**src/rtl/riscv.sv**
```systemverilog
// riscv: architectural widths shared by the front-end blocks.
package riscv;
    localparam int unsigned VLEN = 64;
endpackage

```
**src/rtl/ariane_pkg.sv**
```systemverilog
// ariane_pkg: branch-prediction structures exchanged between resolution and the BHT.
package ariane_pkg;
    typedef struct packed {
        logic                   valid;
        logic [riscv::VLEN-1:0] pc;
        logic                   taken;
    } bht_update_t;
    typedef struct packed {
        logic                   valid;
        logic                   is_cbranch;
        logic [riscv::VLEN-1:0] pc;
        logic                   taken;
        logic                   pred_taken;
    } bht_resolve_t;
endpackage

```
**src/rtl/mpush_fifo.sv**
```systemverilog
// mpush_fifo: circular buffer taking up to NR_PORTS in-order pushes and one pop per cycle.
module mpush_fifo #(
    parameter int unsigned DEPTH    = 4,
    parameter int unsigned NR_PORTS = 2,
    parameter type         dtype_t  = logic
) (
    input  logic                 clk_i,
    input  logic                 rst_i,
    input  logic                 flush_i,
    input  logic [NR_PORTS-1:0]  push_i,
    input  dtype_t               data_i [NR_PORTS],
    input  logic                 pop_i,
    output dtype_t               data_o,
    output logic [$clog2(DEPTH):0] count_o,
    output logic                 ready_o
);
    localparam int unsigned PW = $clog2(DEPTH);
    dtype_t        mem_q [DEPTH];
    dtype_t        mem_d [DEPTH];
    logic [PW-1:0] rd_q, rd_d, wr_q, wr_d;
    logic [PW:0]   count_q, count_d;
    assign ready_o = count_q <= (PW+1)'(DEPTH - NR_PORTS);
    assign data_o  = mem_q[rd_q];
    assign count_o = count_q;
    // Pushing ports are packed back to back so the queue never holds holes.
    always_comb begin
        mem_d   = mem_q;
        wr_d    = wr_q;
        count_d = count_q - (PW+1)'(pop_i);
        rd_d    = rd_q + PW'(pop_i);
        for (int i = 0; i < NR_PORTS; i++) begin
            if (push_i[i]) begin
                mem_d[wr_d] = data_i[i];
                wr_d        = wr_d + PW'(1);
                count_d     = count_d + (PW+1)'(1);
            end
        end
    end
    always_ff @(posedge clk_i) begin
        mem_q <= mem_d;
        if (rst_i || flush_i) begin
            rd_q    <= '0;
            wr_q    <= '0;
            count_q <= '0;
        end else begin
            rd_q    <= rd_d;
            wr_q    <= wr_d;
            count_q <= count_d;
        end
    end
endmodule

```
**src/rtl/bht_update_queue.sv**
```systemverilog
// bht_update_queue: funnels resolved conditional branches into one BHT update per cycle,
// with flush/debug suppression and update/mispredict counters.
module bht_update_queue
    import ariane_pkg::*;
#(
    parameter int unsigned DEPTH     = 4,
    parameter int unsigned NR_PORTS  = 2,
    parameter int unsigned CNT_WIDTH = 32
) (
    input  logic                                 clk_i,
    input  logic                                 rst_i,
    input  logic                                 flush_i,
    input  logic                                 debug_mode_i,
    input  logic [NR_PORTS-1:0]                  res_valid_i,
    input  logic [NR_PORTS-1:0]                  res_is_cbranch_i,
    input  logic [NR_PORTS-1:0][riscv::VLEN-1:0] res_pc_i,
    input  logic [NR_PORTS-1:0]                  res_taken_i,
    input  logic [NR_PORTS-1:0]                  res_pred_taken_i,
    output logic                                 res_ready_o,
    output bht_update_t                          bht_update_o,
    output logic [CNT_WIDTH-1:0]                 upd_cnt_o,
    output logic [CNT_WIDTH-1:0]                 mispred_cnt_o
);
    typedef struct packed {
        logic [riscv::VLEN-1:0] pc;
        logic                   taken;
    } entry_t;
    bht_resolve_t          res [NR_PORTS];
    entry_t                wdata [NR_PORTS];
    entry_t                head;
    logic [NR_PORTS-1:0]   push;
    logic [$clog2(DEPTH):0] count;
    logic                  pop;
    logic [CNT_WIDTH-1:0]  upd_cnt_q, upd_cnt_d, mispred_cnt_q, mispred_cnt_d;
    for (genvar g = 0; g < NR_PORTS; g++) begin : g_port
        assign res[g]   = '{valid: res_valid_i[g], is_cbranch: res_is_cbranch_i[g], pc: res_pc_i[g],
                            taken: res_taken_i[g], pred_taken: res_pred_taken_i[g]};
        assign push[g]  = res[g].valid & res[g].is_cbranch & res_ready_o & ~debug_mode_i & ~flush_i;
        assign wdata[g] = '{pc: res[g].pc, taken: res[g].taken};
    end
    mpush_fifo #(
        .DEPTH   (DEPTH),
        .NR_PORTS(NR_PORTS),
        .dtype_t (entry_t)
    ) i_fifo (
        .clk_i  (clk_i),
        .rst_i  (rst_i),
        .flush_i(flush_i),
        .push_i (push),
        .data_i (wdata),
        .pop_i  (pop),
        .data_o (head),
        .count_o(count),
        .ready_o(res_ready_o)
    );
    // The BHT always accepts, so every visible update is also a pop.
    assign pop           = (count != '0) & ~flush_i;
    assign bht_update_o  = '{valid: pop, pc: head.pc, taken: head.taken};
    assign upd_cnt_o     = upd_cnt_q;
    assign mispred_cnt_o = mispred_cnt_q;
    assign upd_cnt_d     = upd_cnt_q + CNT_WIDTH'(pop);
    always_comb begin
        mispred_cnt_d = mispred_cnt_q;
        for (int i = 0; i < NR_PORTS; i++)
            mispred_cnt_d = mispred_cnt_d + CNT_WIDTH'(push[i] & (res[i].taken ^ res[i].pred_taken));
    end
    always_ff @(posedge clk_i) begin
        if (rst_i) begin
            upd_cnt_q     <= '0;
            mispred_cnt_q <= '0;
        end else begin
            upd_cnt_q     <= upd_cnt_d;
            mispred_cnt_q <= mispred_cnt_d;
        end
    end
    // A branch that would be stored but finds the queue not ready is silently lost.
    assert property (@(posedge clk_i) disable iff (rst_i)
        (|(res_valid_i & res_is_cbranch_i) && !debug_mode_i && !flush_i) |-> res_ready_o);
endmodule

```
**config.mk**
```make
export PLATFORM = sky130hd
export DESIGN_NAME = bht_update_queue
export DESIGN_NICKNAME = d
export VERILOG_FILES = /design/src/rtl/riscv.sv /design/src/rtl/ariane_pkg.sv /design/src/rtl/mpush_fifo.sv /design/src/rtl/bht_update_queue.sv
export SDC_FILE = /design/constraint.sdc
export NUM_CORES = 1
export LEC_CHECK = 0
export BUFFER_PORTS_ARGS = -buffer_cell sky130_fd_sc_hd__buf_2
export CAP_MARGIN = 10
export CORE_MARGIN = 5
export CORE_UTILIZATION = 35
export CTS_BUF_LIST = sky130_fd_sc_hd__clkbuf_8 sky130_fd_sc_hd__clkbuf_16
export DETAILED_ROUTE_END_ITERATION = 6
export GPL_TIMING_DRIVEN = 0
export SETUP_SLACK_MARGIN = 0.3
export SYNTH_ARGS = -nofsm -noshare
export SYNTH_HDL_FRONTEND = slang
export SYNTH_SLANG_ARGS = --single-unit
```
**constraint.sdc**
```tcl
create_clock -name clk_i -period 4.75 [get_ports clk_i]
set_input_delay 0.475 -clock clk_i [delete_from_list [all_inputs] [get_ports clk_i]]
set_output_delay 0.475 -clock clk_i [all_outputs]
set_load 0.05 [all_outputs]
```
-- Yosys cells after proc, flatten, opt, wreduce, memory -nomap -nowiden
Cells that the tools add are included.
- bitwise gates (word level): 18
- $lt $le $gt $ge: 6
- reductions and logical operators: 4
- $add $sub $neg: 9
- muxes and demuxes: 15
- operator list (operator ; number):
    bitwise mux 260 bit ; 2
    2-to-1 mux 260 bit ; 2
    demux 65 bit (select 2 bit) ; 2
    2-to-1 mux 65 bit ; 4
    binary-select mux 65 bit (select 2 bit) ; 1
    adder 32 x 1 -> 32 bit ; 3
    bitwise AND 1 bit ; 11
    greater-or-equal comparator 3 bit (second input constant) ; 3
    inverter 2 -> 3 bit ; 3
    adder 3 x 1 -> 3 bit (second input constant) ; 2
    < comparator 3 x 1 -> 1 bit (second input constant) ; 2
    2-to-1 mux 3 bit ; 2
    adder 2 x 1 -> 2 bit (second input constant) ; 2
    2-to-1 mux 2 bit ; 2
    less-or-equal comparator 3 x 2 -> 1 bit (second input constant) ; 1
    nonzero test 3 bit ; 1
    subtractor 3 x 1 -> 3 bit ; 1
    adder 2 x 1 -> 2 bit ; 1
    logical AND 1 bit ; 2
    inverter 1 bit ; 2
    XOR 1 bit ; 2
    logical OR 1 bit ; 1
- bits in registers: 331
- logic and storage cells: 65

-- Logic depth before layout (Yosys ltp)
Gate-level depths: netlist of the first run.
- word-level depth: 12
- gate-level depth with buffers: 14
- mapped depth without buffers: 12

-- Hierarchy
From an unflattened synthesis of the first run, not the netlist that was laid out.
- cells, all modules: 1343
- area, all modules: 16941.2 µm²
- by module, submodules not included (module ; cells each ; times used ; sequential area each (µm²) ; area an instance (µm²)):
    mpush_fifo ; 984 ; 1 ; 5345.1 ; 13905.8
    bht_update_queue ; 359 ; 1 ; 1281.2 ; 3035.4

-- Least setup slack after synthesis of the first run
OpenSTA, ideal clock, no wires.
- kind: input to register
- start point: input port debug_mode_i
- end point: register mispred_cnt_q[22] (netlist: mispred_cnt_o[22])
- library setup time: 70 ps
- setup slack: 1286 ps
- arrival time: 3393 ps
- stages on the path: 13
- path through: a2111oi_4 -> buf_2 -> and3_1 -> buf_2 -> nand2_1 -> fa_1 -> inv_1 -> ha_1 -> nand4_1 -> or4_1 -> clkbuf_1 -> or4_1 -> a21oi_1
- word-level cells in the longest chain between the ends: 6
- ends and longest elaborated chain (item ; RTL line ; text):
    start, declared ; bht_update_queue.sv:13 ; input logic debug_mode_i,
    inverter 1 bit * ; bht_update_queue.sv:38 ; assign push[g] = res[g].valid & res[g].is_cbranch & res_ready_o & ~debug_mode_i & ~flush_i;
    bitwise AND 1 bit (2 in series) ; bht_update_queue.sv:38 ;
    bitwise AND 1 bit ; bht_update_queue.sv:65 ; mispred_cnt_d = mispred_cnt_d + CNT_WIDTH'(push[i] & (res[i].taken ^ res[i].pred_taken));
    adder 32 x 1 -> 32 bit ; bht_update_queue.sv:65 ;
    adder 32 x 1 -> 32 bit * ; bht_update_queue.sv:65 ;
    end signal, assigned ; bht_update_queue.sv:73 ; mispred_cnt_q <= mispred_cnt_d;
    end, declared ; bht_update_queue.sv:34 ; logic [CNT_WIDTH-1:0] upd_cnt_q, upd_cnt_d, mispred_cnt_q, mispred_cnt_d;
Every way passes the cells marked *; elsewhere a longest branch is shown, timed or not.
A chain may end at the register's enable or synchronous reset.

-- Final worst setup path of the first run
- start point: register i_fifo.count_q[1] (netlist: i_fifo.count_o[1])
- end point: register mispred_cnt_q[30] (netlist: mispred_cnt_o[30])
- word-level cells in the longest chain between the ends: 7
- ends and longest elaborated chain (item ; RTL line ; text):
    start, declared ; mpush_fifo.sv:21 ; logic [PW:0] count_q, count_d;
    start signal, assigned ; mpush_fifo.sv:48 ; count_q <= count_d;
    less-or-equal comparator 3 x 2 -> 1 bit * ; mpush_fifo.sv:22 ; assign ready_o = count_q <= (PW+1)'(DEPTH - NR_PORTS);
    bitwise AND 1 bit (3 in series) ; bht_update_queue.sv:38 ;
    bitwise AND 1 bit ; bht_update_queue.sv:65 ;
    adder 32 x 1 -> 32 bit ; bht_update_queue.sv:65 ;
    adder 32 x 1 -> 32 bit * ; bht_update_queue.sv:65 ;
Marked as above.

==> metrics.txt, run 1 <==
status=completed; fin crit period=3.984 ns; Seq/Total Area, Yosys=42.23%; maximum number of pins on one net before global-route repair=12; number of synthesized register bits=331; Comb power frac=20.3%; leakage power total=7.207 nW; Syn Area/Cell=9.638 um^2; hold_buf cts=0; critical path fanouts, max=10; worst-skew pair later-pin latency=0.54 ns; Net Switching=2.432 mW; fmax=251.0 MHz; total power draw=8.071 mW; WL/cell=19.63 um; Clock Power Share=38.2%; final WL=50430 um; data required time of the worst path=5.16 ns; post-CTS setup buffer count=0; Final WS setup=0.7665 ns; ys flop type=dfxtp_1; switch share=30.13%; max-cap violations=0; P_int=5.639 mW; reg2reg path depth=14; DRC violations left=0; Placer Congestion=0.8320; startpoint types=register; final core utilization=43.17%; First DRT Iteration DRCs=640; Mapped Area=15690 um^2; fin crit share=83.86%; worst slew pin tran=1.015 ns; Post-DRT Antenna Nets=0; first-pass GRT wire length=77960 um; Reg clk slew, reported paths=0.06 ns; pwr/cell area=421.8 nW/um^2; detailed placer's ending HPWL=35120 um; Reg2Reg Launch Point=i_fifo.count_o[1]; Worst Clk Skew=0.01125 ns; final hold vios=0; Max VDD drop=0.2254 mV; yosys warns=0; Rel. slew slack=32.35%; post-placement setup slack=0.5896 ns; cells after synthesis=1628; grt total ovfl=0; area growth from synthesis to layout=21.95%; Post-synth ARST share=0%; GRT Util Overall=19.71%; Critical Path AT=4.39 ns; setup tns final=0 ns; HP Start=flush_i; Via density=5.213; I/O pins=271; clk sink count=331; Hold Slack=0.1947 ns; Slew Limit Fails=0; clk root buf=clkbuf_16; Initial Utilization=35.40%; vias in the first global route=13770; Worst Hold Depth=2; layout cells sized above 1=22.80%; CTS Buffer Depth=3; Critical path origin=i_fifo.count_o[1]; Setup CP Type=reg2reg; core area=44320 um^2; CTS tree=done; PortBufs=270; post-CTS resize count=0; die width=221.7 um; Final Setup Violations=0; Post-synth EDFFs=0; syn_nets=1785; Die Span Y=221.7 um; Flop pwr share=41.5%; DR pass1 iterations=5; row count=77; H-tree Lvls=2; RSZ-0062 raised after global routing=false; Via Count=13390; # nets final=2098; Worst Setup End Kind=register; Synth cell types=37; worst min path class=in2reg; initial antenna violation count=13; number of CTS-inserted buffers=41; die area=49160 um^2
## layout by cell type (no fill, tap or decap), types with 2 or more instances in the layout
| cell | count |
|---|---|
| and3_1 | 2 |
| buf_4 | 17 |
| nor2_1 | 288 |
| clkbuf_16 | 43 |
| nor4_1 | 3 |
| diode_2 | 8 |
| buf_6 | 7 |
| mux4_2 | 65 |
| ha_1 | 16 |
| bufinv_16 | 3 |
| clkbuf_8 | 5 |
| nor3_1 | 10 |
| inv_1 | 30 |
| buf_2 | 287 |
| mux2i_1 | 263 |
| o21ai_0 | 17 |
| buf_1 | 6 |
| nor2b_1 | 6 |
| nand3_1 | 20 |
| or3_1 | 17 |
| xnor2_1 | 17 |
| nand4_1 | 18 |
| a21oi_1 | 299 |
| and4_1 | 9 |
| nand2_1 | 26 |
| clkbuf_1 | 76 |
| or4_1 | 29 |
| or2_2 | 2 |
| mux2_2 | 3 |
| and2_1 | 2 |
| clkinv_2 | 10 |
| o31ai_1 | 22 |
| xor2_1 | 10 |
| dfxtp_1 | 331 |
## power groups by stage
stage	registers, mW	clock network [mW]	logic [mW]
3_5_place_dp	3.40	0	1.64
6_report	3.35	3.09	1.64
2_1_floorplan	3.35	0	1.24
4_1_cts	3.35	3.18	1.65
3_3_place_gp	3.38	0	1.62
5_1_grt	3.39	3.27	1.75
## area by class of cell
class                   count  area, um^2
inverters                  22       82.58
clock buffers              48        1145
diodes                      8       20.02
plain buffers             123       599.3
fillers                  4463       25180
well taps                 592       740.7
multi-input cells        1152        8382
repair buffers            270        1351
flip-flops and latches    331        6626
clock inverters            23       186.4
## state kept, by name, summed over array words and instances, names as in the netlist
register	flops
i_fifo.wr_q	2
mispred_cnt_o	32
upd_cnt_o	32
i_fifo.count_o	3
i_fifo.mem_q	260
i_fifo.rd_q	2
## worst max-delay path: stages, from the launching register on
cell and delay [ns]:
dfxtp_1 0.36, a2111oi_4 0.47, buf_2 0.28, and3_1 0.17, buf_2 0.20, nand2_1 0.12, fa_1 0.45, inv_1 0.08
ha_1 0.24, nand4_1 0.11, or4_1 0.47, clkbuf_1 0.23, clkbuf_1 0.29, o31ai_1 0.30, a21oi_1 0.09
## synthesized netlist by cell type (7+ instances only)
| cell | instances | area share (%) |
|---|---|---|
| or3_1 | 17 | 0.68 |
| buf_4 | 17 | 0.81 |
| o31ai_1 | 22 | 1.1 |
| and4_1 | 9 | 0.50 |
| nor3_1 | 10 | 0.32 |
| mux2i_1 | 263 | 17 |
| nor2_1 | 288 | 6.9 |
| a21oi_1 | 299 | 9.5 |
| dfxtp_1 | 331 | 42 |
| inv_1 | 22 | 0.53 |
| xnor2_1 | 17 | 0.95 |
| nand2_1 | 26 | 0.62 |
| buf_6 | 7 | 0.50 |
| clkbuf_1 | 76 | 1.8 |
| ha_1 | 16 | 1.3 |
| xor2_1 | 10 | 0.56 |
| mux4_2 | 65 | 9.3 |
| buf_2 | 17 | 0.54 |
| or4_1 | 29 | 1.4 |
| nand3_1 | 20 | 0.64 |
| nand4_1 | 18 | 0.72 |
| o21ai_0 | 17 | 0.54 |
## final timing paths
path | endpoint | slack (ns)
max | mispred_cnt_o[30] | 0.77
min | i_fifo.rd_q[1] | 0.19
max reg2reg | mispred_cnt_o[30] | 0.77
min reg2reg | upd_cnt_o[31] | 0.48
## cells by family (layout without fill, tap and decap cells)
| family | after synthesis | count (layout) | share of synthesized area, % |
|---|---|---|---|
| simple gates | 436 | 436 | 12.70 |
| compound gates | 340 | 340 | 11.35 |
| mux | 331 | 331 | 26.32 |
| flops | 331 | 331 | 42.23 |
| buf+inv | 145 | 486 | 4.346 |
| xor+xnor | 28 | 28 | 1.651 |
| fa+ha+maj | 17 | 17 | 1.404 |
| other cells | 0 | 8 | 0 |
## through the flow
step / cells / instance area [um^2]
global placement: 2490 / 17780
detailed placement: 2490 / 17780
floorplan: 1628 / 15690
global route: 2567 / 19130
finish: 2569 / 19130
CTS: 2561 / 19110
## per-layer routing
layer / global-route usage [%] / part of all wire, % / up-vias / routed length, um
li1: - / - / 6491 / -
met1: 24.34 / 42 / 6396 / 21280
met2: 34.12 / 49 / 405 / 24520
met3: 4.594 / 6.6 / 93 / 3318
met4: 6.383 / 2.5 / 8 / 1268
met5: 0 / 0.089 / - / 45
Power figures use the tool's default switching activity.
==> run 2: changes to the inputs <==
- ABC_AREA: not set -> 1
- clock period: 4.75 -> 3.2 ns (I/O delays scaled with it)
==> metrics.txt, run 2 <==
Critical Path AT=2.59 ns; post-CTS setup buffer count=0; worst min path class=in2reg; commonest cells after routing, fill and taps aside=1249 x nand2_1, 390 x inv_1, 330 x dfxtp_1, 311 x buf_2, 277 x nand3_1; DRC violations left=0; die area=56830 um^2; Mapped Area=18260 um^2; fin crit period=2.909 ns; Post-synth ARST share=0%; fillers=5719; # nets final=3487; cells after synthesis=3018; CTS tree=done; setup tns final=0 ns; Worst Clk Skew=0.02218 ns; WL/cell=16.62 um; worst slew pin tran=0.7302 ns; DR pass1 iterations=5; CTS Buffer Depth=3; area growth from synthesis to layout=19.96%; Comb power frac=22.3%; Post-synth top cells=1249 x nand2_1, 382 x inv_1, 331 x dfxtp_1; critical path fanouts, max=10; dpl cells=3967; GRT Util Overall=22.57%; Setup CP Type=reg2out; worst-skew pair later-pin latency=0.58 ns; crit-path max cell delay=0.48 ns; number of CTS-inserted buffers=41; switch share=33.03%; Via Count=19540; most used cell, CP=buf_4; startpoint types=register; commonest non-fill, non-tap cell in the layout=nand2_1; PortBufs=269; Initial Utilization=35.45%; CP Cell Sequence=buf_4 > inv_1 > buf_4 > buf_4 > o21ai_0 > o22ai_1 > buf_2; Yosys top cell by area=dfxtp_1; syn_nets=3175; Syn Area/Cell=6.050 um^2; vias in the first global route=18200; number of synthesized register bits=331; Top reg by flops=i_fifo.mem_q; final hold vios=0; Rel. slew slack=51.32%; Largest delay share family, worst path=buffers and inverters; data required time of the worst path=2.88 ns; RSZ-0062 raised after global routing=true; Final Setup Violations=0; post-synth top area share=36.29%; slowest stage cell, crit path=dfxtp_2; ys flop type=dfxtp_1; Hold Slack=0.05773 ns; I/O pins=271; Clock Power Share=37.4%; max-cap violations=0; final WL=67160 um; Post-synth EDFFs=0; leakage power total=11.85 nW; Area contributors post-synth=dfxtp_1 36%, nand2_1 26%, inv_1 7.9%, nand3_1 7.6%, nor2_1 5.5%; grt total ovfl=0; Synth cell types=32; max reg flops=260; row count=83; First DRT Iteration DRCs=1779; core area=51510 um^2; Worst Setup End Kind=primary output; initial antenna violation count=4; fmax=343.7 MHz; status=completed; Via density=4.833; clk root buf=clkbuf_16; die width=238.4 um; WP buf/inv=5; layout cells sized above 1=14.92%; clk sink count=331; Reg clk slew, reported paths=0.06 ns; H-tree Lvls=2; Flop pwr share=40.2%; Net Switching=4.057 mW; detailed placer's ending HPWL=46160 um; maximum number of pins on one net before global-route repair=13; Slew Limit Fails=0; P_int=8.226 mW; Die Span Y=238.4 um; Max VDD drop=0.3139 mV; yosys warns=0; Post-DRT Antenna Nets=0; Placer Congestion=0.8701; Seq/Total Area, Yosys=36.29%; pwr/cell area=560.8 nW/um^2; fin crit share=90.91%; count leader, synth=nand2_1; Final Non-Filler Cells=4042; first-pass GRT wire length=102200 um
[run 2: power groups by stage]
| stage | registers, mW | logic, mW | clock network, mW |
|---|---|---|---|
| after floorplan | 4.96 | 2.01 | 0 |
| after global placement | 5.01 | 2.67 | 0 |
| after detailed placement | 5.02 | 2.69 | 0 |
| after CTS | 4.93 | 2.73 | 4.70 |
| after global routing | 5.01 | 3.02 | 4.85 |
| final | 4.94 | 2.74 | 4.60 |
[run 2: cell families (layout without fill, tap and decap cells)]
logic type | after synthesis | in the layout | share of synthesized area (%)
buf+inv | 556 | 896 | 13.40
flops | 331 | 331 | 36.29
xor+xnor | 12 | 12 | 0.5756
simple gates | 1842 | 1842 | 40.81
compound gates | 260 | 260 | 7.709
other cells | 0 | 4 | 0
fa+ha+maj | 17 | 17 | 1.206
[run 2: cell type report]
class	count	area [um^2]	area share, %
diodes	4	10.01	0.04570
plain buffers	162	1018	4.650
clock buffers	50	1150	5.250
clock inverters	21	160.2	0.7312
inverters	394	1481	6.763
multi-input cells	2131	9224	42.11
flip-flops and latches	331	6628	30.26
well taps	680	850.8	3.884
repair buffers	269	1381	6.306
[run 2: final timing paths]
| check | start | to | slack [ns] | cells after the start |
|---|---|---|---|---|
| max | i_fifo.rd_q[0] | bht_update_o[61] | 0.29 | 7 |
| min | res_pc_i[96] | i_fifo.mem_q[228] | 0.06 | 5 |
| max reg2reg | i_fifo.count_o[2] | mispred_cnt_o[12] | 0.48 | 13 |
| min reg2reg | upd_cnt_o[31] | upd_cnt_o[31] | 0.48 | 2 |
[run 2: what timing repair did]
action / CTS / global route
endpoints found under the setup margin: 70 / 34
resized for setup: 34 / 31
hold buffers: 0 / 0
pin swaps: 0 / 0
[run 2: routing by layer]
layer  GRT usage (%)  wire, um
met1           30.98     30250
met4           7.583      1991
met2           35.86     29810
met3           4.253      5084
met5               0        25
[run 2: stage by stage]
step | total power, mW | worst slack (ns) | cell area, um^2 | util (%)
3_5_place_dp | 7.711 | 0.09958 | 20460 | 39.71
4_1_cts | 12.36 | 0.3127 | 21830 | 42.38
2_1_floorplan | 6.977 | 0.5738 | 18260 | -
5_1_grt | 12.88 | 0.2924 | 21900 | 42.51
3_3_place_gp | 7.687 | 0.09682 | 20460 | 39.71
6_report | 12.28 | 0.2909 | 21900 | 42.52
[run 2: tightest hold or removal path, stage by stage]
cell     delay (ns)
buf_2          0.07
inv_1          0.06
nand2_1        0.07
nand2_1        0.05
inv_1          0.04
